--- src/rtl/wide_add_sequencer_pkg.sv ---
// Shared types and constants for the multi-cycle wide adder.
package wide_add_sequencer_pkg;

  typedef enum logic [1:0] {
    ST_IDLE = 2'd0,
    ST_RUN  = 2'd1,
    ST_DONE = 2'd2
  } state_e;

  localparam int DEF_W     = 32;
  localparam int DEF_WORDS = 4;

  function automatic int idx_width(input int words);
    return (words > 1) ? $clog2(words) : 1;
  endfunction

endpackage

--- src/rtl/add32_cs.sv ---
// W-bit carry-select adder: ripple low half, duplicated high half picked by the low carry.
module add32_cs
  import wide_add_sequencer_pkg::*;
#(
  parameter int W = DEF_W
) (
  input  logic [W-1:0] a,
  input  logic [W-1:0] b,
  input  logic         cin,
  output logic [W-1:0] sum,
  output logic         cout
);

  localparam int H  = W / 2;
  localparam int HI = W - H;

  logic [H:0]  lo;
  logic [HI:0] hi0;
  logic [HI:0] hi1;

  assign lo  = {1'b0, a[H-1:0]} + {1'b0, b[H-1:0]} + {{H{1'b0}}, cin};
  assign hi0 = {1'b0, a[W-1:H]} + {1'b0, b[W-1:H]};
  assign hi1 = {1'b0, a[W-1:H]} + {1'b0, b[W-1:H]} + {{HI{1'b0}}, 1'b1};

  assign {cout, sum} = lo[H] ? {hi1, lo[H-1:0]} : {hi0, lo[H-1:0]};

endmodule

--- src/rtl/wide_add_sequencer.sv ---
// Wide unsigned add over WORDS cycles through one shared W-bit adder, LS word first.
module wide_add_sequencer
  import wide_add_sequencer_pkg::*;
#(
  parameter int W     = DEF_W,
  parameter int WORDS = DEF_WORDS
) (
  input  logic               clk,
  input  logic               rst_n,
  input  logic               in_valid,
  output logic               in_ready,
  input  logic [W*WORDS-1:0] in_a,
  input  logic [W*WORDS-1:0] in_b,
  input  logic               in_cin,
  output logic               out_valid,
  input  logic               out_ready,
  output logic [W*WORDS-1:0] out_sum,
  output logic               out_cout,
  output logic               busy
);

  localparam int WW    = W * WORDS;
  localparam int IDX_W = idx_width(WORDS);
  localparam logic [IDX_W-1:0] LAST = IDX_W'(WORDS - 1);

  state_e           state_q, state_d;
  logic [IDX_W-1:0] idx_q, idx_d;
  logic             carry_q, carry_d;
  logic [WW-1:0]    op_a_q, op_a_d;
  logic [WW-1:0]    op_b_q, op_b_d;
  logic [WW-1:0]    sum_q, sum_d;
  logic             cout_q, cout_d;

  logic [W-1:0] word_a, word_b, add_sum;
  logic         add_cout;
  logic         accept;

  assign word_a = op_a_q[int'(idx_q)*W +: W];
  assign word_b = op_b_q[int'(idx_q)*W +: W];

  add32_cs #(.W(W)) u_add (
    .a    (word_a),
    .b    (word_b),
    .cin  (carry_q),
    .sum  (add_sum),
    .cout (add_cout)
  );

  assign in_ready  = rst_n & ((state_q == ST_IDLE) | ((state_q == ST_DONE) & out_ready));
  assign out_valid = rst_n & (state_q == ST_DONE);
  assign busy      = rst_n & (state_q != ST_IDLE);
  assign out_sum   = sum_q;
  assign out_cout  = cout_q;
  assign accept    = in_valid & in_ready;

  always_comb begin
    state_d = state_q;
    idx_d   = idx_q;
    carry_d = carry_q;
    op_a_d  = op_a_q;
    op_b_d  = op_b_q;
    sum_d   = sum_q;
    cout_d  = cout_q;
    case (state_q)
      ST_IDLE: ;
      ST_RUN: begin
        sum_d[int'(idx_q)*W +: W] = add_sum;
        carry_d = add_cout;
        if (idx_q == LAST) begin
          cout_d  = add_cout;
          state_d = ST_DONE;
        end else begin
          idx_d = idx_q + IDX_W'(1);
        end
      end
      ST_DONE: if (out_ready) state_d = ST_IDLE;
      default: state_d = ST_IDLE;
    endcase
    // Accept only happens from IDLE or DONE, so it never collides with a RUN word.
    if (accept) begin
      op_a_d  = in_a;
      op_b_d  = in_b;
      carry_d = in_cin;
      idx_d   = '0;
      state_d = ST_RUN;
    end
  end

  always_ff @(posedge clk) begin
    if (!rst_n) begin
      state_q <= ST_IDLE;
      idx_q   <= '0;
      carry_q <= 1'b0;
      op_a_q  <= '0;
      op_b_q  <= '0;
      sum_q   <= '0;
      cout_q  <= 1'b0;
    end else begin
      state_q <= state_d;
      idx_q   <= idx_d;
      carry_q <= carry_d;
      op_a_q  <= op_a_d;
      op_b_q  <= op_b_d;
      sum_q   <= sum_d;
      cout_q  <= cout_d;
    end
  end

endmodule

--- config.mk ---
export PLATFORM = sky130hd
export DESIGN_NAME = wide_add_sequencer
export DESIGN_NICKNAME = d
export VERILOG_FILES = /design/src/rtl/wide_add_sequencer_pkg.sv /design/src/rtl/add32_cs.sv /design/src/rtl/wide_add_sequencer.sv
export SDC_FILE = /design/constraint.sdc
export NUM_CORES = 1
export LEC_CHECK = 0
export BUFFER_PORTS_ARGS = -buffer_cell sky130_fd_sc_hd__buf_4
export CORE_MARGIN = 4
export CORE_UTILIZATION = 50
export CTS_BUF_LIST = sky130_fd_sc_hd__clkbuf_4
export CTS_CLUSTER_DIAMETER = 50
export DETAILED_ROUTE_END_ITERATION = 7
export PLACE_DENSITY = 0.71
export SLEW_MARGIN = 5
export SYNTH_ARGS = -nofsm -noshare
export SYNTH_HDL_FRONTEND = slang
export SYNTH_HIERARCHICAL = 1
export SYNTH_SLANG_ARGS = --single-unit
--- constraint.sdc ---
create_clock -name clk -period 11.01 [get_ports clk]
set_input_delay 2.202 -clock clk [delete_from_list [all_inputs] [get_ports clk]]
set_output_delay 2.202 -clock clk [all_outputs]
set_load 0.02 [all_outputs]
==> reports/metrics.yaml, run 1 <==
outcome:
  status: "finished, final reports clean"
sta:
  fin_hold_ws_ns: 0.4469
  worst_slew_pin_slew_ns: 1.065
  setup_tns_ns: 0
  rsz0062_at_grt: "no"
  min_period_ns: 6.238
  setup_viol: 0
  fin_crit_sh_pct: 56.65
  maxSlewHeadroom_pct: 29.01
  hold_viol: 0
  slew_violations: 0
  fmax_mhz: 160.3
  skew_ns: 0.05716
logic_synthesis:
  yosys.area.top_type_share_pct: 44.02
  synth_top_area_cell: "dfxtp_1"
  async_flop_share_pct: 0
  synth_compound_area_share_pct: 17.36
  synth_edf_count: 0
  synth_area_leaders: "dfxtp_1, nand4_1, mux4_2, o21ai_0, nand2_1"
  synth_warnings: 6
  syn_avg_cell_area_um2: 9.256
  synth_ff_type: "dfxtp_1"
  synth.distinct_cells: 70
  synth_nets: 2218
  synth_top_cells_by_count: "dfxtp_1, nand2_1, nand4_1, o21ai_0, clkbuf_1"
  synth.most_common_cell: "dfxtp_1"
  synth_mux_area_share_pct: 8.360
  syn_area_um2: 17730
  synth-simple-area-share_pct: 19.48
  yosys_register_bits: 390
  synth_top_family_by_area: "simple AND/OR/NAND/NOR gates"
  synthXorXnorAreaFrac_pct: 2.321
  synth_seq_area_share_pct: 44.02
  synthAdderAreaFrac_pct: 3.020
  netlist_instances: 1916
worst_setup_path:
  critical_path_required_ns: 8.81
  critPathKind: "in2out"
  endpoint_kind: "output pin"
  cp-start-kind: "input port"
  arrival_ns: 4.04
  reg2reg_from: "idx_q[0]$_SDFFE_PP0P_"
  cp_max_fo: 137
  r2r_setup_slack_ns: 5.65
  r2r-end: "out_sum[124]$_SDFFE_PN0P_"
  r2r_cells: 14
global_route:
  track_usage_pct: 28.05
  antenna_found_initial: 2
  grt_pass1_vias: 15966
  grt_max_degree: 138
  grt_overflow: 0
  grt_pass1_wl_um: 87320
clock_network:
  post_cts_buffers: 0
  clk_latency_ns: 0.75
  cts_max_path_buffers: 3
  numClockSinks: 390
  htree_levels: 3
  cts_resized: 0
  ctsHoldBuffers: 0
  cts_buffers: 99
  tritoncts: "yes"
  path_clk_slew_ns: 0.06
  cts_root_buf: "clkbuf_4"
die:
  rows: 68
  core_um2: 34800
  start_util_pct: 50.96
  dieArea_um2: 38550
  die_h_um: 196.3
  ios: 393
  die_width_um: 196.3
worst_hold_path:
  hold_path_depth: 2
  hold_start: "op_b_q[22]$_SDFFE_PN0P_"
  hold_path_class: "reg2reg"
  worstHoldEndpoint: "op_b_q[22]$_SDFFE_PN0P_"
cells_and_area:
  area_growth_pct: 22.73
  postLayoutCoreUtil_pct: 62.55
  finalNetCount: 2521
  drive_gt1_share_pct: 29.13
placed_design:
  hpwlAfterDp_um: 38920
  port_buffers: 392
  gp_congestion: 0.8402
detailed_routing:
  vias: 16598
  drc: 0
  firstDrtPassIters: 5
  wl_per_cell_um: 20.77
  vias_per_cell: 6.051
  wirelength_um: 56980
  drtIter0Drc: 1540
  ant_nets: 0
flow_run:
  maxCapViolations: 0
power:
  total_leakage_power_nw: 8.659
  power_density_nw_per_um2: 149.1
  peakVddDrop_mv: 0.08449
[cells by family (layout without fill, tap and decap cells)]
group	count (synthesis)	after routing
fa+ha+maj	41	41
compound gates	471	471
simple gates	676	676
xor+xnor	44	44
flops	390	390
buf+inv	226	596
other cells	0	2
mux	68	68
[layout by cell type (no fill, tap or decap), drive strengths merged, types with 5 or more instances in the layout]
cell,n
a21o,9
a21oi,27
a31oi,5
a32o,64
a32oi,64
and2,6
buf,415
clkbuf,145
clkinv,23
dfxtp,390
ha,38
inv,12
mux4,64
nand2,270
nand2b,7
nand3,7
nand3b,6
nand4,258
nor2,82
nor2b,7
nor3,9
nor4,5
o211ai,6
o21a,5
o21ai,272
xnor2,22
xor2,22
[area by class of cell]
| cell class | count | area (µm²) |
|---|---|---|
| flip-flops and latches | 390 | 7815 |
| fillers | 2976 | 13030 |
| diodes | 2 | 5.005 |
| well taps | 455 | 569.3 |
| inverters | 12 | 45.04 |
| clock buffers | 144 | 1081 |
| clock inverters | 24 | 113.9 |
| repair buffers | 416 | 3137 |
| multi-input cells | 1300 | 9000 |
[report_power, final]
group / internal, mW / switching, mW
registers: 1.49 / 0.0475
logic: 0.212 / 0.314
clock network: 0.598 / 0.581
total: 2.30 / 0.943
[worst max path at each step]
stage / from / cells after the start / slack, ns / to
after floorplan: rst_n / 6 / 5.53 / out_valid
after global placement: rst_n / 5 / 4.79 / busy
after detailed placement: rst_n / 5 / 4.76 / busy
after CTS: rst_n / 5 / 4.76 / busy
after global routing: rst_n / 5 / 4.60 / busy
final: rst_n / 5 / 4.77 / busy
[critical path: stages]
cell	delay (ns)
buf_8	0.53
buf_4	0.82
inv_2	0.07
nor2_1	0.17
buf_4	0.17
[per-layer routing]
metal	global-route usage, %	routed length [µm]	vias up
met4	11.82	2253	0
met5	0	0	-
met2	43.63	26150	712
met3	6.034	4557	109
met1	38.18	24020	7919
li1	-	-	7858
[registers in the layout (all words and copies together), names as in the netlist]
register,cells
op_b_q,128
out_cout,1
state_q,2
out_sum,128
op_a_q,128
carry_q,1
idx_q,2
[per-stage QoR]
step / setup WS, ns / total power [mW] / instances / area (µm²)
after floorplan: 5.531 / 1.883 / 1916 / 17730
after global placement: 4.790 / 2.077 / 2573 / 20570
after detailed placement: 4.761 / 2.090 / 2573 / 20570
after CTS: 4.764 / 3.263 / 2741 / 21760
after global routing: 4.597 / 3.391 / 2742 / 21760
final: 4.772 / 3.244 / 2743 / 21770
Note: power is estimated with default switching activity, not from simulation.
==> run 2: changes to the inputs <==
- PLACE_DENSITY: 0.71 -> 0.74
- clock period: 11.01 -> 5.6 ns (I/O delays scaled with it)
==> reports/metrics.yaml, run 2 (synthesis results as in run 1) <==
outcome:
  status: "finished, final reports clean"
placed_design:
  pre_cts_slack_ns: 0.8173
  hpwlAfterDp_um: 40240
  place_inst: 2572
  port_buffers: 392
  gp_congestion: 0.8445
clock_network:
  numClockSinks: 390
  ctsHoldBuffers: 0
  clk_latency_ns: 0.74
  path_clk_slew_ns: 0.07
  cts_buffers: 97
  cts_max_path_buffers: 3
  htree_levels: 3
  cts_root_buf: "clkbuf_4"
  cts_resized: 0
  tritoncts: "yes"
  post_cts_buffers: 0
die:
  dieArea_um2: 38550
  start_util_pct: 50.96
  ios: 393
  core_um2: 34800
  rows: 68
  die_width_um: 196.3
  die_h_um: 196.3
global_route:
  grt_overflow: 0
  antenna_found_initial: 4
  grt_max_degree: 228
  grt_pass1_wl_um: 89560
  track_usage_pct: 28.85
  grt_pass1_vias: 16066
detailed_routing:
  drc: 0
  drtIter0Drc: 1488
  firstDrtPassIters: 5
  vias_per_cell: 6.107
  ant_nets: 0
  wl_per_cell_um: 21.40
  vias: 16665
  wirelength_um: 58390
worst_setup_path:
  critical_path_required_ns: 6.22
  critPathKind: "reg2reg"
  startpoint: "idx_q[0]$_SDFFE_PP0P_"
  cp-start-kind: "flip-flop"
  cp_max_fo: 45
  r2r_cells: 13
  endpoint_kind: "flip-flop"
  crit_end: "out_sum[63]$_SDFFE_PN0P_"
  arrival_ns: 5.40
  r2r-end: "out_sum[63]$_SDFFE_PN0P_"
  reg2reg_from: "idx_q[0]$_SDFFE_PP0P_"
  r2r_setup_slack_ns: 0.82
sta:
  setup_tns_ns: 0
  fmax_mhz: 209.0
  slew_violations: 0
  timing.final.ws_setup_ns: 0.8154
  rsz0062_at_grt: "no"
  skew_ns: 0.06653
  min_period_ns: 4.785
  setup_viol: 0
  hold_viol: 0
  worst_slew_pin_slew_ns: 1.312
  fin_crit_sh_pct: 85.44
  maxSlewHeadroom_pct: 12.53
cells_and_area:
  final_cell_mix: "buf_4, dfxtp_1, nand2_1, nand4_1, o21ai_0"
  area_growth_pct: 22.41
  final_common_cell: "buf_4"
  postLayoutCoreUtil_pct: 62.39
  drive_gt1_share_pct: 28.73
  finalNetCount: 2518
  finalNonFillerCells: 2729
power:
  finalPower_mw: 6.296
  total_leakage_power_nw: 8.618
  peakVddDrop_mv: 0.1313
  power_density_nw_per_um2: 290.0
worst_hold_path:
  hold_path_class: "reg2reg"
flow_run:
  maxCapViolations: 0
-- run 2: cell count changes in the layout (fill, tap and decap cells not counted), sizes merged --
cell,before,now
buf,415,414
clkbuf,145,131
clkinv,23,20
diode,2,1
inv,12,17
-- run 2: how the worst min path moves through the flow --
stage | slack, ns | depth (start not counted) | startpoint | endpoint
2_1_floorplan | 0.43 | 2 | op_a_q[75]$_SDFFE_PN0P_ | op_a_q[75]$_SDFFE_PN0P_
3_3_place_gp | 0.43 | 2 | op_b_q[23]$_SDFFE_PN0P_ | op_b_q[23]$_SDFFE_PN0P_
3_5_place_dp | 0.44 | 2 | op_a_q[82]$_SDFFE_PN0P_ | op_a_q[82]$_SDFFE_PN0P_
4_1_cts | 0.45 | 2 | op_a_q[82]$_SDFFE_PN0P_ | op_a_q[82]$_SDFFE_PN0P_
5_1_grt | 0.47 | 2 | op_b_q[16]$_SDFFE_PN0P_ | op_b_q[16]$_SDFFE_PN0P_
6_report | 0.45 | 2 | op_a_q[78]$_SDFFE_PN0P_ | op_a_q[78]$_SDFFE_PN0P_
-- run 2: layout make-up --
class                   count  area [µm²]
fillers                  3002       13090
multi-input cells        1300        9000
flip-flops and latches    390        7815
repair buffers            415        3167
clock buffers             130       975.9
well taps                 455       569.3
clock inverters            26       135.1
inverters                  12       45.04
diodes                      1       2.502
-- run 2: worst max-delay path, cell delays in order (launching register included) --
cell and delay (ns):
dfxtp_4 0.97, buf_4 0.38, mux4_2 0.56, ha_1 0.38, and3_1 0.27, and3_4 0.20, nor4_2 0.21, a21oi_1 0.14
o311ai_1 0.56, nand2b_1 0.23, nor3_1 0.08, xnor2_1 0.39, a32oi_1 0.16, nor2_1 0.11
-- run 2: stage by stage --
stage	hold slack (ns)	area, µm²
3_5_place_dp	0.4381	20600
6_report	0.4508	21710
2_1_floorplan	0.4252	17730
4_1_cts	0.4476	21710
5_1_grt	0.4661	21710
3_3_place_gp	0.4334	20600
-- run 2: power by group --
group          switching, mW  internal [mW]  total [mW]
Combinational          0.629          0.422        1.05
Sequential             0.104           2.93        3.04
Clock                   1.13           1.08        2.21
-- run 2: routing by layer --
metal | vias to the layer above | GRT usage [%] | part of all wire (%)
met5 | - | 0 | 0.058
met4 | 6 | 11.56 | 3.8
met3 | 121 | 7.009 | 8.9
met2 | 802 | 44.56 | 46
met1 | 7904 | 39.28 | 41
li1 | 7832 | - | -
==> run 3: changes to the inputs <==
- GPL_ROUTABILITY_DRIVEN: not set -> 0
- clock period: 5.6 -> 4.4 ns (I/O delays scaled with it)
==> reports/metrics.yaml, run 3 (synthesis results as in run 1) <==
cells_and_area:
  area_growth_pct: 24.47
  fillers: 2884
  drive_gt1_share_pct: 29.73
  finalNonFillerCells: 2760
  finalNetCount: 2537
  final_cell_mix: "buf_4, dfxtp_1, nand2_1, nand4_1, o21ai_0"
  final_common_cell: "buf_4"
worst_setup_path:
  cp_slowest_cell: "mux4_2"
  startpoint: "idx_q[0]$_SDFFE_PP0P_"
  cp_max_fo: 11
  cp-start-kind: "flip-flop"
  arrival_ns: 4.86
  critical_path_required_ns: 5.04
  critPathKind: "reg2reg"
  worstPathCellList: "buf_16, mux4_2, ha_1, nand3_1, o211ai_1, a21oi_1, o31ai_2, xor2_1, nand2b_1, nor4_2, xnor2_1, mux2i_1, a221oi_1"
  cpPeakStageDelay_ns: 0.59
  endpoint_kind: "flip-flop"
  r2r_cells: 13
  reg2reg_from: "idx_q[0]$_SDFFE_PP0P_"
global_route:
  grt_pass1_wl_um: 91660
  grt_pass1_vias: 16355
  grt_max_degree: 248
  antenna_found_initial: 1
  grt_overflow: 0
  track_usage_pct: 29.50
detailed_routing:
  firstDrtPassIters: 6
  ant_nets: 0
  drc: 0
  wl_per_cell_um: 21.94
  drtIter0Drc: 1693
  vias_per_cell: 6.218
  wirelength_um: 60560
  vias: 17161
sta:
  fmax_mhz: 237.0
  min_period_ns: 4.220
  fin_hold_ws_ns: 0.3645
  setup_viol: 0
  setup_tns_ns: 0
  skew_ns: 0.08095
  hold_viol: 0
  fin_crit_sh_pct: 95.91
  maxSlewHeadroom_pct: 12.67
  slew_violations: 0
  worst_slew_pin_slew_ns: 1.310
worst_hold_path:
  hold_path_class: "in2reg"
  hold_start: "in_b[60]"
  hold_path_depth: 3
die:
  rows: 68
  dieArea_um2: 38550
  core_um2: 34800
  ios: 393
  die_h_um: 196.3
  start_util_pct: 50.96
  die_width_um: 196.3
clock_network:
  numClockSinks: 390
  cts_root_buf: "clkbuf_4"
  cts_max_path_buffers: 3
  cts_buffers: 99
  tritoncts: "yes"
  path_clk_slew_ns: 0.07
  htree_levels: 3
  clk_latency_ns: 0.75
placed_design:
  place_inst: 2588
  hpwlAfterDp_um: 41970
  port_buffers: 392
outcome:
  status: "finished, final reports clean"
power:
  peakVddDrop_mv: 0.1944
  total_leakage_power_nw: 8.815
  power_density_nw_per_um2: 375.9
flow_run:
  maxCapViolations: 0
==> run 3: area by class of cell <==
class | instances | area [µm²] | share of cell area (%)
Clock inverter | 33 | 198.9 | 0.9013
Tap cell | 455 | 569.3 | 2.579
Sequential cell | 390 | 7815 | 35.40
Clock buffer | 137 | 1028 | 4.659
Inverter | 12 | 45.04 | 0.2041
Antenna cell | 1 | 2.502 | 0.01134
Multi-Input combinational cell | 1300 | 9050 | 41.00
Timing Repair Buffer | 432 | 3364 | 15.24
==> run 3: report_power, final <==
part	internal [mW]	switching (mW)
combinational	0.568	0.838
sequential	3.73	0.131
clock	1.56	1.47
==> run 3: worst max-delay path, delay by kind of cell (launching register included) <==
kind | cells | cell delay [ns]
muxes | 2 | 0.69
AOI/OAI and AO/OA | 4 | 1.13
buffers and inverters | 1 | 0.21
DFF | 1 | 0.53
and+or+nand+nor | 3 | 0.59
adders and majority gates | 1 | 0.52
xor gates and xnor gates | 2 | 0.44
==> run 3: what timing repair did <==
| item | CTS | global route |
|---|---|---|
| gates resized for setup | 0 | 7 |
| endpoints found under the setup margin | 0 | 21 |
| setup buffers | 0 | 1 |
| hold buffers | 0 | 0 |
==> run 3: metal layers <==
metal / vias to the layer above / track usage, % / share of wire [%]
li1: 7890 / - / -
met1: 8210 / 39.10 / 40
met2: 924 / 48.13 / 48
met3: 137 / 5.949 / 8.5
met4: 0 / 11.02 / 3.7
met5: - / 0 / 0
==> run 3: per-stage QoR <==
stage | util, % | cell area (µm²) | power, mW | setup slack, ns
after global routing | 63.43 | 22070 | 8.644 | -0.02936
after global placement | 59.68 | 20770 | 5.266 | 0.2377
after floorplan | - | 17730 | 4.711 | 0.1596
final | 63.43 | 22070 | 8.298 | 0.1797
after detailed placement | 59.68 | 20770 | 5.304 | 0.1058
after CTS | 63.20 | 21990 | 8.307 | 0.04972
==> run 3: worst paths after layout <==
path / endpoint / slack [ns]
max: carry_q$_SDFFE_PN0P_ / 0.18
min: op_b_q[60]$_SDFFE_PN0P_ / 0.36
max reg2reg: carry_q$_SDFFE_PN0P_ / 0.18
min reg2reg: op_b_q[15]$_SDFFE_PN0P_ / 0.45
